`config.mk`:
```
export PLATFORM = sky130hd
export DESIGN_NAME = lc3_control_unit
export DESIGN_NICKNAME = d
export VERILOG_FILES = /design/src/rtl/lc3_control_unit.sv
export SDC_FILE = /design/constraint.sdc
export NUM_CORES = 1
export LEC_CHECK = 0
export BUFFER_PORTS_ARGS = -buffer_cell sky130_fd_sc_hd__buf_4
export CAP_MARGIN = 25
export CELL_PAD_IN_SITES_DETAIL_PLACEMENT = 0
export CELL_PAD_IN_SITES_GLOBAL_PLACEMENT = 1
export CORE_ASPECT_RATIO = 1.5
export CORE_MARGIN = 8
export CORE_UTILIZATION = 36
export DETAILED_ROUTE_END_ITERATION = 8
export GPL_TIMING_DRIVEN = 0
export PLACE_DENSITY = 0.85
export SKIP_CTS_REPAIR_TIMING = 1
export SLEW_MARGIN = 20
export SYNTH_ARGS = -nofsm -noshare
export SYNTH_HDL_FRONTEND = slang
export SYNTH_SLANG_ARGS = --single-unit
```
`constraint.sdc`:
```
create_clock -name Clk -period 3.25 [get_ports Clk]
set_input_delay 0.1625 -clock Clk [delete_from_list [all_inputs] [get_ports Clk]]
set_output_delay 0.1625 -clock Clk [all_outputs]
set_load 0.05 [all_outputs]
```
`src/rtl/lc3_control_unit.sv`:
```
// LC-3 instruction sequencing/decode unit: Moore FSM driving datapath loads, gates, mux selects and SRAM strobes.
// Optional macro CTRL_PAUSE_EN compiles the PAUSE (opcode 1101) states S13/S13b.
module lc3_control_unit #(
  parameter int MEM_WAIT = 2
) (
  input  logic       Clk,
  input  logic       Reset_n,
  input  logic       Run,
  input  logic       Continue,
  input  logic [3:0] Opcode,
  input  logic       IR_5,
  input  logic       IR_11,
  input  logic       BEN,
  output logic       LD_MAR,
  output logic       LD_MDR,
  output logic       LD_IR,
  output logic       LD_BEN,
  output logic       LD_CC,
  output logic       LD_REG,
  output logic       LD_PC,
  output logic       LD_LED,
  output logic       GatePC,
  output logic       GateMDR,
  output logic       GateALU,
  output logic       GateMARMUX,
  output logic [1:0] PCMUX,
  output logic [1:0] ADDR2MUX,
  output logic [1:0] ALUK,
  output logic       ADDR1MUX,
  output logic       SR1MUX,
  output logic       DRMUX,
  output logic       SR2MUX,
  output logic       MIO_EN,
  output logic       Mem_OE,
  output logic       Mem_WE
);

  typedef enum logic [4:0] {
    HALTED, S18, S33, S35, S32, S01, S05, S09, S00, S22, S12,
    S04, S21, S20, S06, S07, S25, S27, S23, S16
`ifdef CTRL_PAUSE_EN
    , S13, S13B
`endif
  } state_t;

  localparam logic [3:0] WAIT_LAST = 4'(MEM_WAIT - 1);

  state_t     r_state, w_next;
  logic [3:0] r_wait, w_wait_nxt;
  logic       w_in_wait, w_wait_done;

`ifndef CTRL_PAUSE_EN
  logic w_unused;
  assign w_unused = Continue;
`endif

  // Counter is zero outside wait states, so every entry into S33/S25/S16 starts at 0.
  assign w_in_wait   = (r_state == S33) || (r_state == S25) || (r_state == S16);
  assign w_wait_done = (r_wait == WAIT_LAST);
  assign w_wait_nxt  = (w_in_wait && !w_wait_done) ? r_wait + 4'd1 : 4'd0;

  always_ff @(posedge Clk or negedge Reset_n) begin
    if (!Reset_n) begin
      r_state <= HALTED;
      r_wait  <= 4'd0;
    end else begin
      r_state <= w_next;
      r_wait  <= w_wait_nxt;
    end
  end

  always_comb begin
    w_next = r_state;
    case (r_state)
      HALTED: if (Run) w_next = S18;
      S18:    w_next = S33;
      S33:    if (w_wait_done) w_next = S35;
      S35:    w_next = S32;
      S32: begin
        case (Opcode)
          4'b0001: w_next = S01;
          4'b0101: w_next = S05;
          4'b1001: w_next = S09;
          4'b0000: w_next = S00;
          4'b1100: w_next = S12;
          4'b0100: w_next = S04;
          4'b0110: w_next = S06;
          4'b0111: w_next = S07;
`ifdef CTRL_PAUSE_EN
          4'b1101: w_next = S13;
`endif
          default: w_next = S18;
        endcase
      end
      S00:    w_next = BEN ? S22 : S18;
      S04:    w_next = IR_11 ? S21 : S20;
      S06:    w_next = S25;
      S07:    w_next = S23;
      S25:    if (w_wait_done) w_next = S27;
      S23:    w_next = S16;
      S16:    if (w_wait_done) w_next = S18;
`ifdef CTRL_PAUSE_EN
      S13:    if (Continue) w_next = S13B;
      S13B:   if (!Continue) w_next = S18;
`endif
      default: w_next = S18;
    endcase
  end

  always_comb begin
    LD_MAR = 1'b0; LD_MDR = 1'b0; LD_IR = 1'b0; LD_BEN = 1'b0;
    LD_CC = 1'b0; LD_REG = 1'b0; LD_PC = 1'b0; LD_LED = 1'b0;
    GatePC = 1'b0; GateMDR = 1'b0; GateALU = 1'b0; GateMARMUX = 1'b0;
    PCMUX = 2'b00; ADDR2MUX = 2'b00; ALUK = 2'b00;
    ADDR1MUX = 1'b0; SR1MUX = 1'b0; DRMUX = 1'b0; SR2MUX = 1'b0;
    MIO_EN = 1'b0; Mem_OE = 1'b0; Mem_WE = 1'b0;
    case (r_state)
      S18: begin
        GatePC = 1'b1; LD_MAR = 1'b1; PCMUX = 2'b10; LD_PC = 1'b1;
      end
      S33, S25: begin
        Mem_OE = 1'b1; MIO_EN = 1'b1; LD_MDR = w_wait_done;
      end
      S35: begin
        GateMDR = 1'b1; LD_IR = 1'b1;
      end
      S32: LD_BEN = 1'b1;
      S01, S05, S09: begin
        SR1MUX = 1'b1; SR2MUX = IR_5; GateALU = 1'b1; LD_REG = 1'b1; LD_CC = 1'b1;
        ALUK = (r_state == S01) ? 2'b00 : (r_state == S05) ? 2'b01 : 2'b10;
      end
      S22, S21: begin
        ADDR1MUX = 1'b1; PCMUX = 2'b01; LD_PC = 1'b1;
        ADDR2MUX = (r_state == S22) ? 2'b01 : 2'b00;
      end
      // JSRR through R7 reads the freshly written link value; accepted behaviour.
      S12, S20: begin
        SR1MUX = 1'b1; ADDR2MUX = 2'b11; PCMUX = 2'b01; LD_PC = 1'b1;
      end
      S04: begin
        GatePC = 1'b1; DRMUX = 1'b1; LD_REG = 1'b1;
      end
      S06, S07: begin
        SR1MUX = 1'b1; ADDR2MUX = 2'b10; GateMARMUX = 1'b1; LD_MAR = 1'b1;
      end
      S27: begin
        GateMDR = 1'b1; LD_REG = 1'b1; LD_CC = 1'b1;
      end
      S23: begin
        ALUK = 2'b11; GateALU = 1'b1; LD_MDR = 1'b1;
      end
      S16: Mem_WE = 1'b1;
`ifdef CTRL_PAUSE_EN
      S13: LD_LED = 1'b1;
`endif
      default: ;
    endcase
  end

endmodule

```
==> results.md <==
- After detailed placement, the total cell area comes to about 1300 um^2.
- The most common cell in the synthesized netlist is sky130_fd_sc_hd__nor2_1.
- The post-detailed-route DRC marker count is 0.
- The iteration count of the initial detailed-routing pass is 4.
- Of the available clock period, the critical path in the final layout requires 0.631.
- The post-route setup TNS is 0 ns.
- During synthesis, Yosys emitted a total of 0 warnings.
- The number of hold-slack violations in the final timing report came to 0.
- TritonCTS built the clock tree.
- From left edge to right edge, the die measures 58.9 um.
- Walking the worst path, the cells encountered are inv_1, ha_1, nor3b_1, o21ai_0, a211oi_1, buf_4.
- The flow ran to the end, and the final reports show no timing, DRC or antenna violations.
- The DRC marker count from the first detailed-route iteration is 33.
- The fraction of post-synthesis cell area in the top cell type by area is 0.226.
- Counting along the longest clock path gives a buffer depth of 2.
- For this run, the share of the core covered by cells in the final layout is 0.506.
- From bottom edge to top edge, the die measures around 80 um.
- The average instance area after synthesis is roughly 7.2 um^2.
- The register bit count reported by yosys is 9.
- The H-tree level count is 1.
- The share of the synthesized area in compound gates (AO/OA/AOI/OAI) is 0.219.
- For this block, the routed nets add up to slightly below 3000 um of wire.
- In this run, distinct cell masters in the synthesized netlist total 41.
- In this run the count of I/O pins placed on the die edge is 36.
- Setup repair after global routing left no endpoint under its margin.
- The initial antenna violation count is 0.
- The maximum clock frequency is approximately 500 MHz.
- The count of buffering cells on the critical path with inverters included is 2.
- The launching element of the worst setup path is r_wait[1].
- The number of fill cells is roughly 300.
- Routed signal wires occupy layers up through met4.
- The gate count of the mapped netlist is ~140.
- The global router's overall resource usage is 0.131.
- STA classifies the critical path endpoint as a primary output.
- The combinational family with the most area after synthesis is simple AND/OR/NAND/NOR gates.
- In the routed layout, each cell is associated on average with a via count of roughly 5.1.
- The first-pass GRT wire length is just over 5000 um.
- The length of routed wiring on met1 is about 1200 um.
- On the worst path, the slowest cell contributes a delay of between 0.4 and 0.5 ns.
- Entering global routing, the biggest net connects 11 pins.
- The number of sinks on the clock net is 9.
- The routed design could run at a clock period as short as around 2.0 ns.
- Max-cap violations in this run came to 0.
- Routability-driven placement finished with a final weighted congestion of around 0.84.
- The multi-input logic area is a little under 700 um^2.
- The synthesis-to-layout area growth is 34.4%.
- The via count is roughly 1100.
- The net count after synthesis is between 150 and 200.
- The effective utilization at floorplan is 0.376.
- The setup violation total in the final timing report is 0.
- The number of global-route vias before repair came to around 1100.
- The root buffer cell chosen for the clock tree is sky130_fd_sc_hd__clkbuf_8.
- The post-route cell area is around 1300 um^2.
- Ranked by instance count, the synthesized netlist is headed by sky130_fd_sc_hd__nor2_1, sky130_fd_sc_hd__nand2_1, sky130_fd_sc_hd__dfrtp_1, sky130_fd_sc_hd__o21ai_0.
- Wire segments on met3 add up to 174 um in the final route.
- The multiplexer share of the synthesized area is 0.0452.
- The category of the most critical setup path is register to primary output.
- The power density normalized to cell area is approximately 1100 nW/um^2.
- The number of max-slew violations in the final report is 0.
- The path class of the tightest hold or removal check is input port to async pin.
- The combined area of all synthesized cells is about 1000 um^2.
- The reg-to-reg critical path startpoint is r_wait[1].
- Across the whole layout, storage elements account for around 230 um^2.
- The floorplan step defined a die boundary enclosing between 4000 and 5000 um^2.
- The amount of wire on met2 after detailed routing is roughly 1600 um.
- The number of clock buffers added by TritonCTS is 3.
- The repair_antennas step left the layout with diodes totalling 0.
- Summed over all instances, the cell type with the most area after synthesis is sky130_fd_sc_hd__dfrtp_1.
- The data required time at the worst endpoint is roughly 3.1 ns.
- The detailed-placement wirelength estimate is between 2000 and 2500 um.
- The worst setup path is launched from a register.
- Across the VDD grid, the largest voltage drop is 0.498 mV.
- The signal arrival time at the worst endpoint is 1.89 ns.
- Clock-pin slew was measured on the worst setup and hold paths at about 0.050 ns.
- For this run, the register share of the synthesized area comes to 0.226.
- The remaining global-route overflow is 0.
- The xor and xnor fraction of the mapped netlist area is 0.0440.
- Of the total synthesized cell area, the portion taken by full adders, half adders and majority gates is 0.0628.
- The number of nets in the layout is between 150 and 200.
- Input and output buffers added on the ports amount to 32.
- Of the total synthesized cell area, the portion taken by AND, OR, NAND and NOR gates is 0.303.
- Of the cells placed in the final design, the portion with a size suffix greater than 1 is 0.295.
- The floorplan step defined a core boundary enclosing between 2000 and 3000 um^2.
- On the critical path, the stage with the largest delay is an instance of sky130_fd_sc_hd__nor3b_1.
- The clock network latency to the later pin of the worst-skew pair is between 0.2 and 0.25 ns.
- The top flip-flop cell by instance count after synthesis is sky130_fd_sc_hd__dfrtp_1.
- By area the synthesized netlist is led by sky130_fd_sc_hd__dfrtp_1, sky130_fd_sc_hd__ha_1, sky130_fd_sc_hd__nor2_1, sky130_fd_sc_hd__nand2_1, sky130_fd_sc_hd__o21ai_0.
- On the final layout, the worst clock skew is ~0.0042 ns.
- The average detailed-routed wire length per instance is approximately 14 um.
- The static leakage is ~0.65 nW.
- The overall power of the completed layout is around 1.5 mW.
- At the placement stage, the worst setup path has a slack of ~1.5 ns.
- Once detail routing completed, the nets flagged for antenna violations numbered 0.
- The async set-reset flop share out of synthesis is 1.00.
- In this run the worst path has a maximum fanout of 4.
- The number of enable-type register cells in the synthesized netlist is 0.
- The site row count is 23.
- The final worst slack is about 1.2 ns.
- On the critical path the largest part of the delay comes from compound AO/OA/AOI/OAI gates.
stage by stage:
| step | cells | hold slack (ns) |
|---|---|---|
| floorplan | 139 | -0.133 |
| global placement | 208 | -0.0135 |
| detailed placement | 208 | -0.00835 |
| CTS | 212 | -0.259 |
| global route | 213 | 0.319 |
| finish | 213 | 0.287 |
final timing paths:
| check | slack [ns] | cells after the start | endpoint |
|---|---|---|---|
| worst min-delay path | 0.29 | 2 | r_wait[1] |
| worst max-delay path | 1.20 | 6 | LD_MDR |
| worst min register to register | 0.50 | 1 | r_wait[0] |
| min in group Clk | 0.29 | 3 | r_state[2] |
| max in group asynchronous | 2.83 | 2 | r_state[1] |
| worst max register to register | 1.51 | 6 | r_state[1] |
registers in the layout, summed over array words and instances, names as in the netlist:
signal,flops
r_state,5
r_wait,4
cell families (layout without fill, tap and decap cells):
logic type	Yosys count	count (layout)
AOI/OAI and AO/OA	34	34
xor gates and xnor gates	5	5
adders and majority gates	5	5
buffers and inverters	20	57
DFF	9	9
muxes	4	4
other	1	1
and+or+nand+nor	61	61
per-layer routing:
metal	vias up	track usage
met1	506	0.146
met2	36	0.230
met5	-	0
met4	0	0.0409
met3	4	0.0351
li1	550	-
cell usage in the layout (no fill, tap or decap), drive strengths merged:
master	instances
buf	43
nor2	16
nand2	13
o21ai	10
dfrtp	9
inv	8
nor3	8
a21oi	7
nor2b	5
nand2b	5
ha	5
clkbuf	4
nand3	3
mux2i	3
xnor2	3
o22ai	3
or2	3
nor3b	2
xor2	2
and3	2
a32oi	2
o32ai	2
a31oi	2
a211oi	2
nand3b	1
a21boi	1
o22a	1
nor4	1
mux2	1
and2	1
a22oi	1
or3	1
o211ai	1
o21a	1
o31ai	1
conb	1
clkinv	1
dlygate4sd3	1
where the power goes:
group | switching [mW] | total, mW | internal, mW
registers | 0.0361 | 0.182 | 0.146
logic | 0.768 | 1.15 | 0.384
clock network | 0.0465 | 0.130 | 0.0838
worst reg2reg max path: stages, from the launching register on:
cell,delay [ns]
sky130_fd_sc_hd__dfrtp_1,0.39
sky130_fd_sc_hd__inv_1,0.06
sky130_fd_sc_hd__ha_1,0.12
sky130_fd_sc_hd__nor3b_1,0.42
sky130_fd_sc_hd__a211oi_2,0.10
sky130_fd_sc_hd__o21ai_1,0.20
sky130_fd_sc_hd__mux2_4,0.32
final cells by class:
| type | count | share of cell area |
|---|---|---|
| Multi-Input combinational cell | 110 | 0.504 |
| Tap cell | 37 | 0.0346 |
| Buffer | 12 | 0.0495 |
| Sequential cell | 9 | 0.168 |
| Timing Repair Buffer | 33 | 0.187 |
| Clock inverter | 1 | 0.00374 |
| Clock buffer | 3 | 0.0308 |
| Inverter | 8 | 0.0224 |
No activity file was read; power rests on OpenSTA's default activity.
